===== src/rtl/serial_subtractor_ctrl.sv =====
// Bit-serial a - b - bin: one full_subtractor cell reused over WIDTH cycles,
// LSB first, with the borrow carried between cycles in a register.

module full_subtractor (
   input  logic a,
   input  logic b,
   input  logic c,
   output logic difference,
   output logic borrow
);
   assign difference = a ^ b ^ c;
   assign borrow     = (~a & b) | (~(a ^ b) & c);
endmodule

// state | meaning
// IDLE  | waiting for start; results held
// RUN   | one bit processed per edge, LSB first
// DONE  | result valid, done pulse; may accept a new start back-to-back
module serial_subtractor_ctrl #(
   parameter int WIDTH = 8
) (
   input  logic             clk,
   input  logic             rst_n,
   input  logic             start,
   input  logic [WIDTH-1:0] a,
   input  logic [WIDTH-1:0] b,
   input  logic             bin,
   output logic             busy,
   output logic             done,
   output logic [WIDTH-1:0] diff,
   output logic             borrow_out
);
   localparam int CW = $clog2(WIDTH + 1);
   localparam int IW = (WIDTH > 1) ? $clog2(WIDTH) : 1;

   typedef enum logic [1:0] {IDLE, RUN, DONE} state_t;

   state_t           state, state_nx;
   logic [WIDTH-1:0] op_a, op_b, res, res_nx;
   logic             borrow_q;
   logic [CW-1:0]    cnt;
   logic             cell_diff, cell_borrow;
   logic             accept, last;

   full_subtractor u_fs (
      .a          (op_a[cnt[IW-1:0]]),
      .b          (op_b[cnt[IW-1:0]]),
      .c          (borrow_q),
      .difference (cell_diff),
      .borrow     (cell_borrow)
   );

   // New bit enters at the MSB; after WIDTH shifts bit i sits at position i.
   assign res_nx = WIDTH'({cell_diff, res} >> 1);
   assign last   = (state == RUN) && (cnt == CW'(WIDTH - 1));

   always_comb begin
      state_nx = state;
      accept   = 1'b0;
      case (state)
         IDLE: begin
            if (start) begin
               accept   = 1'b1;
               state_nx = RUN;
            end
         end
         RUN: begin
            if (last) state_nx = DONE;
         end
         DONE: begin
            if (start) begin
               accept   = 1'b1;
               state_nx = RUN;
            end else begin
               state_nx = IDLE;
            end
         end
         default: state_nx = IDLE;
      endcase
   end

   always_ff @(posedge clk or negedge rst_n) begin
      if (!rst_n) begin
         state      <= IDLE;
         op_a       <= '0;
         op_b       <= '0;
         res        <= '0;
         borrow_q   <= 1'b0;
         cnt        <= '0;
         diff       <= '0;
         borrow_out <= 1'b0;
      end else begin
         state <= state_nx;
         if (accept) begin
            op_a     <= a;
            op_b     <= b;
            borrow_q <= bin;
            cnt      <= '0;
            res      <= '0;
         end else if (state == RUN) begin
            res      <= res_nx;
            borrow_q <= cell_borrow;
            cnt      <= cnt + CW'(1);
            if (last) begin
               diff       <= res_nx;
               borrow_out <= cell_borrow;
            end
         end
      end
   end

   assign busy = (state == RUN);
   assign done = (state == DONE);
endmodule

===== config.mk =====
export PLATFORM = sky130hd
export DESIGN_NAME = serial_subtractor_ctrl
export DESIGN_NICKNAME = d
export VERILOG_FILES = /design/src/rtl/serial_subtractor_ctrl.sv
export SDC_FILE = /design/constraint.sdc
export NUM_CORES = 1
export LEC_CHECK = 0
export CAP_MARGIN = 20
export CORE_ASPECT_RATIO = 1.2
export CORE_MARGIN = 4
export CORE_UTILIZATION = 38
export CTS_CLUSTER_SIZE = 16
export DETAILED_ROUTE_END_ITERATION = 10
export GPL_ROUTABILITY_DRIVEN = 0
export PLACE_DENSITY = 0.71
export SETUP_SLACK_MARGIN = 0.1
export SYNTH_ARGS = -nofsm -noshare
export SYNTH_HDL_FRONTEND = slang
export SYNTH_SLANG_ARGS = --single-unit

===== constraint.sdc =====
create_clock -name clk -period 3.38 [get_ports clk]
set_input_delay 0.507 -clock clk [delete_from_list [all_inputs] [get_ports clk]]
set_output_delay 0.507 -clock clk [all_outputs]
set_load 0.01 [all_outputs]

==> metrics.md, run 1 <==
| Metric | Value |
|---|---|
| Clock skew | 0.00714 ns |
| Worst-Margin Slew | 0.836 ns |
| IO Pins | 31 |
| Element type at the critical path start | register |
| Die Span Y | 80.1 µm |
| Highest metal used | met4 |
| Unique cell type count in the Yosys netlist | 23 |
| Avg Cell Area, Syn | 11.8 µm² |
| Storage cell area | 976 µm² |
| CTS Root Cell | clkbuf_8 |
| Met2 wire len | 1.49 mm |
| Cells on worst reg2reg path | 4 |
| Pwr per Cell Area | 966 nW/µm² |
| First-pass GRT wire length | 5.15 mm |
| Post-cts resize count | 0 |
| Worst hold path type | in2async |
| Max Fclk | 0.419 GHz |
| Worst vdd ir | 387 µV |
| Final total power | 2.05 mW |
| Setup slack after layout | 0.995 ns |
| Row count | 25 |
| Max cap viols | 0 |
| CTS buffer count | 5 |
| CTS tree | built |
| Final nets | 194 |
| Footprint of the multi-input gates | 631 µm² |
| Met3 routed WL | 161 µm |
| Fill cells | 375 |
| CTS Buffer Depth | 2 |
| Buffers inserted during post-CTS setup optimization | 0 |
| Antenna fix cells | 0 |
| Final WL | 2.95 mm |
| Sink Count | 39 |
| Die area | 5450 µm² |
| Commonest non-fill, non-tap cell in the layout | nand2_1 |
| Starting Density | 40.5% |
| HPWL Detailed | 2.12 mm |
| Mapped Area | 1650 µm² |
| Hold_buf cts | 0 |
| # DRC | 0 |
| Worst-skew pair later-pin latency | 0.29 ns |
| Initial antenna violation count | 0 |
| Commonest non-fill, non-tap cells in the layout | nand2_1 (51), dfrtp_1 (39), clkdlybuf4s50_1 (29) |
| Post-layout min period | 2.38 ns |
| Routed vias/inst | 4.80 |
| Routed length on met1 | 1.25 mm |
| GRT overflow | 0 |
| Number of detailed-route iterations in the first pass | 4 |
| Synthesized instance count | 140 |
| Slew headroom | 44.3% |
| CP required | 2.87 ns |
| Net Count, Synth | 162 |
| Critical path endpoint category | primary output |
| Dpl ws | 1.13 ns |
| Vias in the first global route | 1152 |
| Yosys reg bits | 39 |
| Vias | 1089 |
| Crit-path max FO | 14 |
| CP Class | reg2out |
| Pin count of the biggest net entering global routing | 40 |
| PortBufs | 30 |
| H-Tree Depth | 2 |
| Setup TNS | 0 ns |
| Fraction of layout cells with a size suffix above 1 | 16.2% |
| Crit share post-route | 70.6% |
| DRT iter0 DRCs | 52 |
| RSZ-0062 raised after global routing | no |
| Status | finished clean |
| Die Wd | 68.1 µm |
| Min Hold Slack | 0.313 ns |
| Syn. warnings | 0 |
| GRT Util Overall | 12.7% |
| Clock-pin slew on the worst setup and hold paths | 0.08 ns |
| Data arrival time of the critical path | 1.88 ns |
| Final ANT Viol Nets | 0 |
| Final hold vios | 0 |
| Final Setup Violations | 0 |
| Slew Viols, Final | 0 |
| Leakage power | 0.993 nW |
| Sequential area share after synthesis | 59.3% |
| Wire per inst | 13.0 µm |
| Core Footprint | 4070 µm² |
| Area grow syn2layout | 29.1% |
synth_stat cells, drive strengths merged:
cell type	instances	area, µm²
fa	1	20.0
a22o	8	70.1
nand2b	2	15.0
mux2	10	113
buf	5	23.8
xnor2	1	8.76
a221o	1	10.0
nor2	3	13.8
mux4	4	90.1
nor3	1	16.3
o21ai	1	5.00
ha	1	12.5
inv	3	11.3
dfrtp	39	976
nand2	52	198
nand4	1	6.26
nor2b	2	12.5
clkbuf	1	3.75
mux2i	4	40.0
sequential cells by signal, indices dropped and copies added, names as in the netlist:
signal and count:
borrow_q 1, borrow_out 1, op_b 8, op_a 8, diff 8, cnt 4
state 2, res 7
worst paths after layout:
path | endpoint | startpoint | slack, ns
max | busy | state[1] | 1.0
max reg2reg | diff[7] | cnt[0] | 1.14
min reg2reg | op_a[2] | op_a[2] | 0.48
min | res[3] | rst_n | 0.31
min in group clk | op_a[2] | op_a[2] | 0.48
max in group asynchronous | cnt[3] | rst_n | 2.54
area by class of cell:
class                      instances  area share [%]
sequential                        39            45.9
multi-input combinational         92            29.7
timing repair buffer              31            14.3
clock buffer                       5            3.24
clock inverter                     3            3.18
tap                               54            3.18
inverter                           3           0.530
layer usage:
metal	up-vias	track usage, %
li1	529	-
met1	525	15.5
met2	30	20.3
met3	5	4.20
met4	0	4.77
met5	-	0
critical path: stages, from the launching register on:
cell	delay [ns]
dfrtp_1	0.37
nand2b_2	0.23
inv_1	0.36
clkdlybuf4s50_1	0.63
power breakdown:
group / switching [mW] / internal, mW
combinational: 0.332 / 0.430
clock: 0.162 / 0.294
sequential: 0.156 / 0.678
total: 0.650 / 1.40
logic make-up (layout without fill, tap and decap cells):
logic type	count (synthesis)	after routing	share of synthesized area [%]
simple gates	61	61	15.9
compound gates	10	10	5.17
xor+xnor	1	1	0.532
buf+inv	9	42	2.36
fa+ha+maj	2	2	1.98
mux	18	18	14.8
flops	39	39	59.3
through the flow:
stage          instance area (µm²)  util (%)  instances
2_1_floorplan                 1650         -        140
3_3_place_gp                  1990      48.9        219
3_5_place_dp                  1990      48.9        219
4_1_cts                       2120      52.2        227
5_1_grt                       2120      52.2        227
6_report                      2120      52.2        227
Note: power is estimated with default switching activity, not from simulation.
==> run 2: changes to the inputs <==
PLACE_DENSITY = 0.74   (was 0.71)
clock period = 2.03 ns   (was 3.38 ns; I/O delays follow)
==> run 2 against run 1 <==
  * The flow now finishes with violations (setup timing)
  * Final area fell by 0.29%
  * Largest power group is now combinational cells
  * Critical path depth rose by 2
  * First-iteration DRC count fell by 40%
==> metrics.md, run 2 (synthesized netlist as in run 1, its figures left out) <==
| Metric | Value |
|---|---|
| Final WL | 3.04 mm |
| Area grow syn2layout | 28.7% |
| Slew headroom | 44.2% |
| Clock-pin slew on the worst setup and hold paths | 0.07 ns |
| Crit-path max FO | 4 |
| CTS buffer count | 5 |
| Pin count of the biggest net entering global routing | 40 |
| Antenna fix cells | 0 |
| Final nets | 199 |
| IO Pins | 31 |
| Fraction of layout cells with a size suffix above 1 | 18.5% |
| Vias | 1113 |
| Critical path endpoint category | register |
| CP required | 2.21 ns |
| Setup slack after layout | -0.0289 ns |
| Leakage power | 0.999 nW |
| Data arrival time of the critical path | 2.24 ns |
| Post-layout min period | 2.06 ns |
| Crit-path slowest cell | fa_2 |
| Design Area, Final | 2120 µm² |
| Status | finished with violations |
| CTS Buffer Depth | 2 |
| Pwr per Cell Area | 1540 nW/µm² |
| Hold_buf cts | 0 |
| Slew Viols, Final | 0 |
| Die Span Y | 80.1 µm |
| PortBufs | 30 |
| Max cap viols | 0 |
| Failing checks | setup timing |
| Cells on worst reg2reg path | 5 |
| Sink Count | 39 |
| Clock skew | 0.00550 ns |
| GRT Util Overall | 12.2% |
| Commonest non-fill, non-tap cell in the layout | nand2_1 |
| CTS Root Cell | clkbuf_8 |
| RSZ-0062 raised after global routing | yes |
| Final Setup Violations | 1 |
| Commonest non-fill, non-tap cells in the layout | nand2_1 (51), dfrtp_1 (38), clkdlybuf4s50_1 (29) |
| HPWL Detailed | 2.22 mm |
| Placed cell areas | 2030 µm² |
| First-pass GRT wire length | 4.96 mm |
| CTS tree | built |
| Max incr delay on CP | 0.48 ns |
| Number of detailed-route iterations in the first pass | 4 |
| Crit share post-route | 101% |
| Element type at the critical path start | register |
| Worst vdd ir | 542 µV |
| Starting Density | 40.5% |
| Die Wd | 68.1 µm |
| Row count | 25 |
| Routed vias/inst | 4.80 |
| Final ANT Viol Nets | 0 |
| Die area | 5450 µm² |
| Max Fclk | 0.486 GHz |
| Vias in the first global route | 1169 |
| Final hold vios | 0 |
| CP Class | reg2reg |
| Min Hold Slack | 0.115 ns |
| DRT iter0 DRCs | 31 |
| H-Tree Depth | 2 |
| Worst-Margin Slew | 0.837 ns |
| Core Footprint | 4070 µm² |
| Buffers inserted during post-CTS setup optimization | 0 |
| GRT overflow | 0 |
| Biggest regs | diff: 8 flops, op_a: 8 flops, op_b: 8 flops |
| Wire per inst | 13.1 µm |
| Worst hold path type | in2async |
| # DRC | 0 |
| Cell chain of the critical path | buf_6 > mux4_2 > mux2i_1 > fa_2 > mux2_2 |
| Initial antenna violation count | 0 |
| Worst-skew pair later-pin latency | 0.29 ns |
[run 2: worst paths after layout]
path | from | end | slack, ns
worst max-delay path | cnt[0] | diff[7] | -0.03
worst min-delay path | rst_n | res[1] | 0.11
worst max register to register | cnt[0] | diff[7] | -0.03
worst min register to register | op_a[7] | op_a[7] | 0.48
max in group asynchronous | rst_n | cnt[0] | 1.34
min in group clk | op_a[7] | op_a[7] | 0.48
[run 2: metrics by stage]
stage               setup TNS (ns)  setup WS (ns)  total power [mW]  std cells  util [%]
floorplan                  -0.0464        -0.0464              2.27        140         -
global placement           -0.0358        -0.0358              2.69        224      49.8
detailed placement          -0.110        -0.0866              2.76        224      49.8
CTS                        -0.0575        -0.0494              3.30        232      52.1
global route                -0.166         -0.105              3.47        232      52.1
finish                     -0.0289        -0.0289              3.26        232      52.1
[run 2: final cells by class]
type / count / area [µm²]
clock inverters: 1 / 5.00
clock buffers: 7 / 76.3
flip-flops and latches: 39 / 977
well taps: 54 / 67.6
multi-input cells: 92 / 637
fillers: 380 / 1950
inverters: 3 / 11.3
repair buffers: 36 / 344
[run 2: repair_timing]
action                                 CTS  global route
gates resized for setup                  4             0
setup endpoints to repair                3             3
endpoints found under the hold margin    0             0
pin swaps                                1             0
cloned                                   0             0
[run 2: critical path: cells and delay by family, from the launching register on]
| kind | cells | cell delay (ns) |
|---|---|---|
| adder cells (fa/ha/maj) | 1 | 0.48 |
| buffers and inverters | 1 | 0.12 |
| flip-flops | 1 | 0.42 |
| multiplexers | 3 | 0.94 |
[run 2: routing by layer]
layer / track usage (%) / wire, µm / share of wire [%] / up-vias
li1: - / - / - / 538
met1: 14.0 / 1280 / 42 / 540
met2: 20.6 / 1550 / 51 / 32
met3: 3.22 / 160 / 5.3 / 3
met4: 5.96 / 42 / 1.4 / 0
met5: 0 / 0 / 0 / -
[run 2: report_power, final]
part | switching [mW] | internal (mW) | leakage (nW) | total (mW)
registers | 0.248 | 1.13 | 0.490 | 1.38
clock network | 0.252 | 0.241 | 0.0422 | 0.493
logic | 0.591 | 0.794 | 0.466 | 1.39
==> run 3: changes to the inputs <==
ABC_CLOCK_PERIOD_IN_PS = 2029   (was not set)
==> results of run 3 <==
Final layout, timing and power as in run 2 (identical DEF).
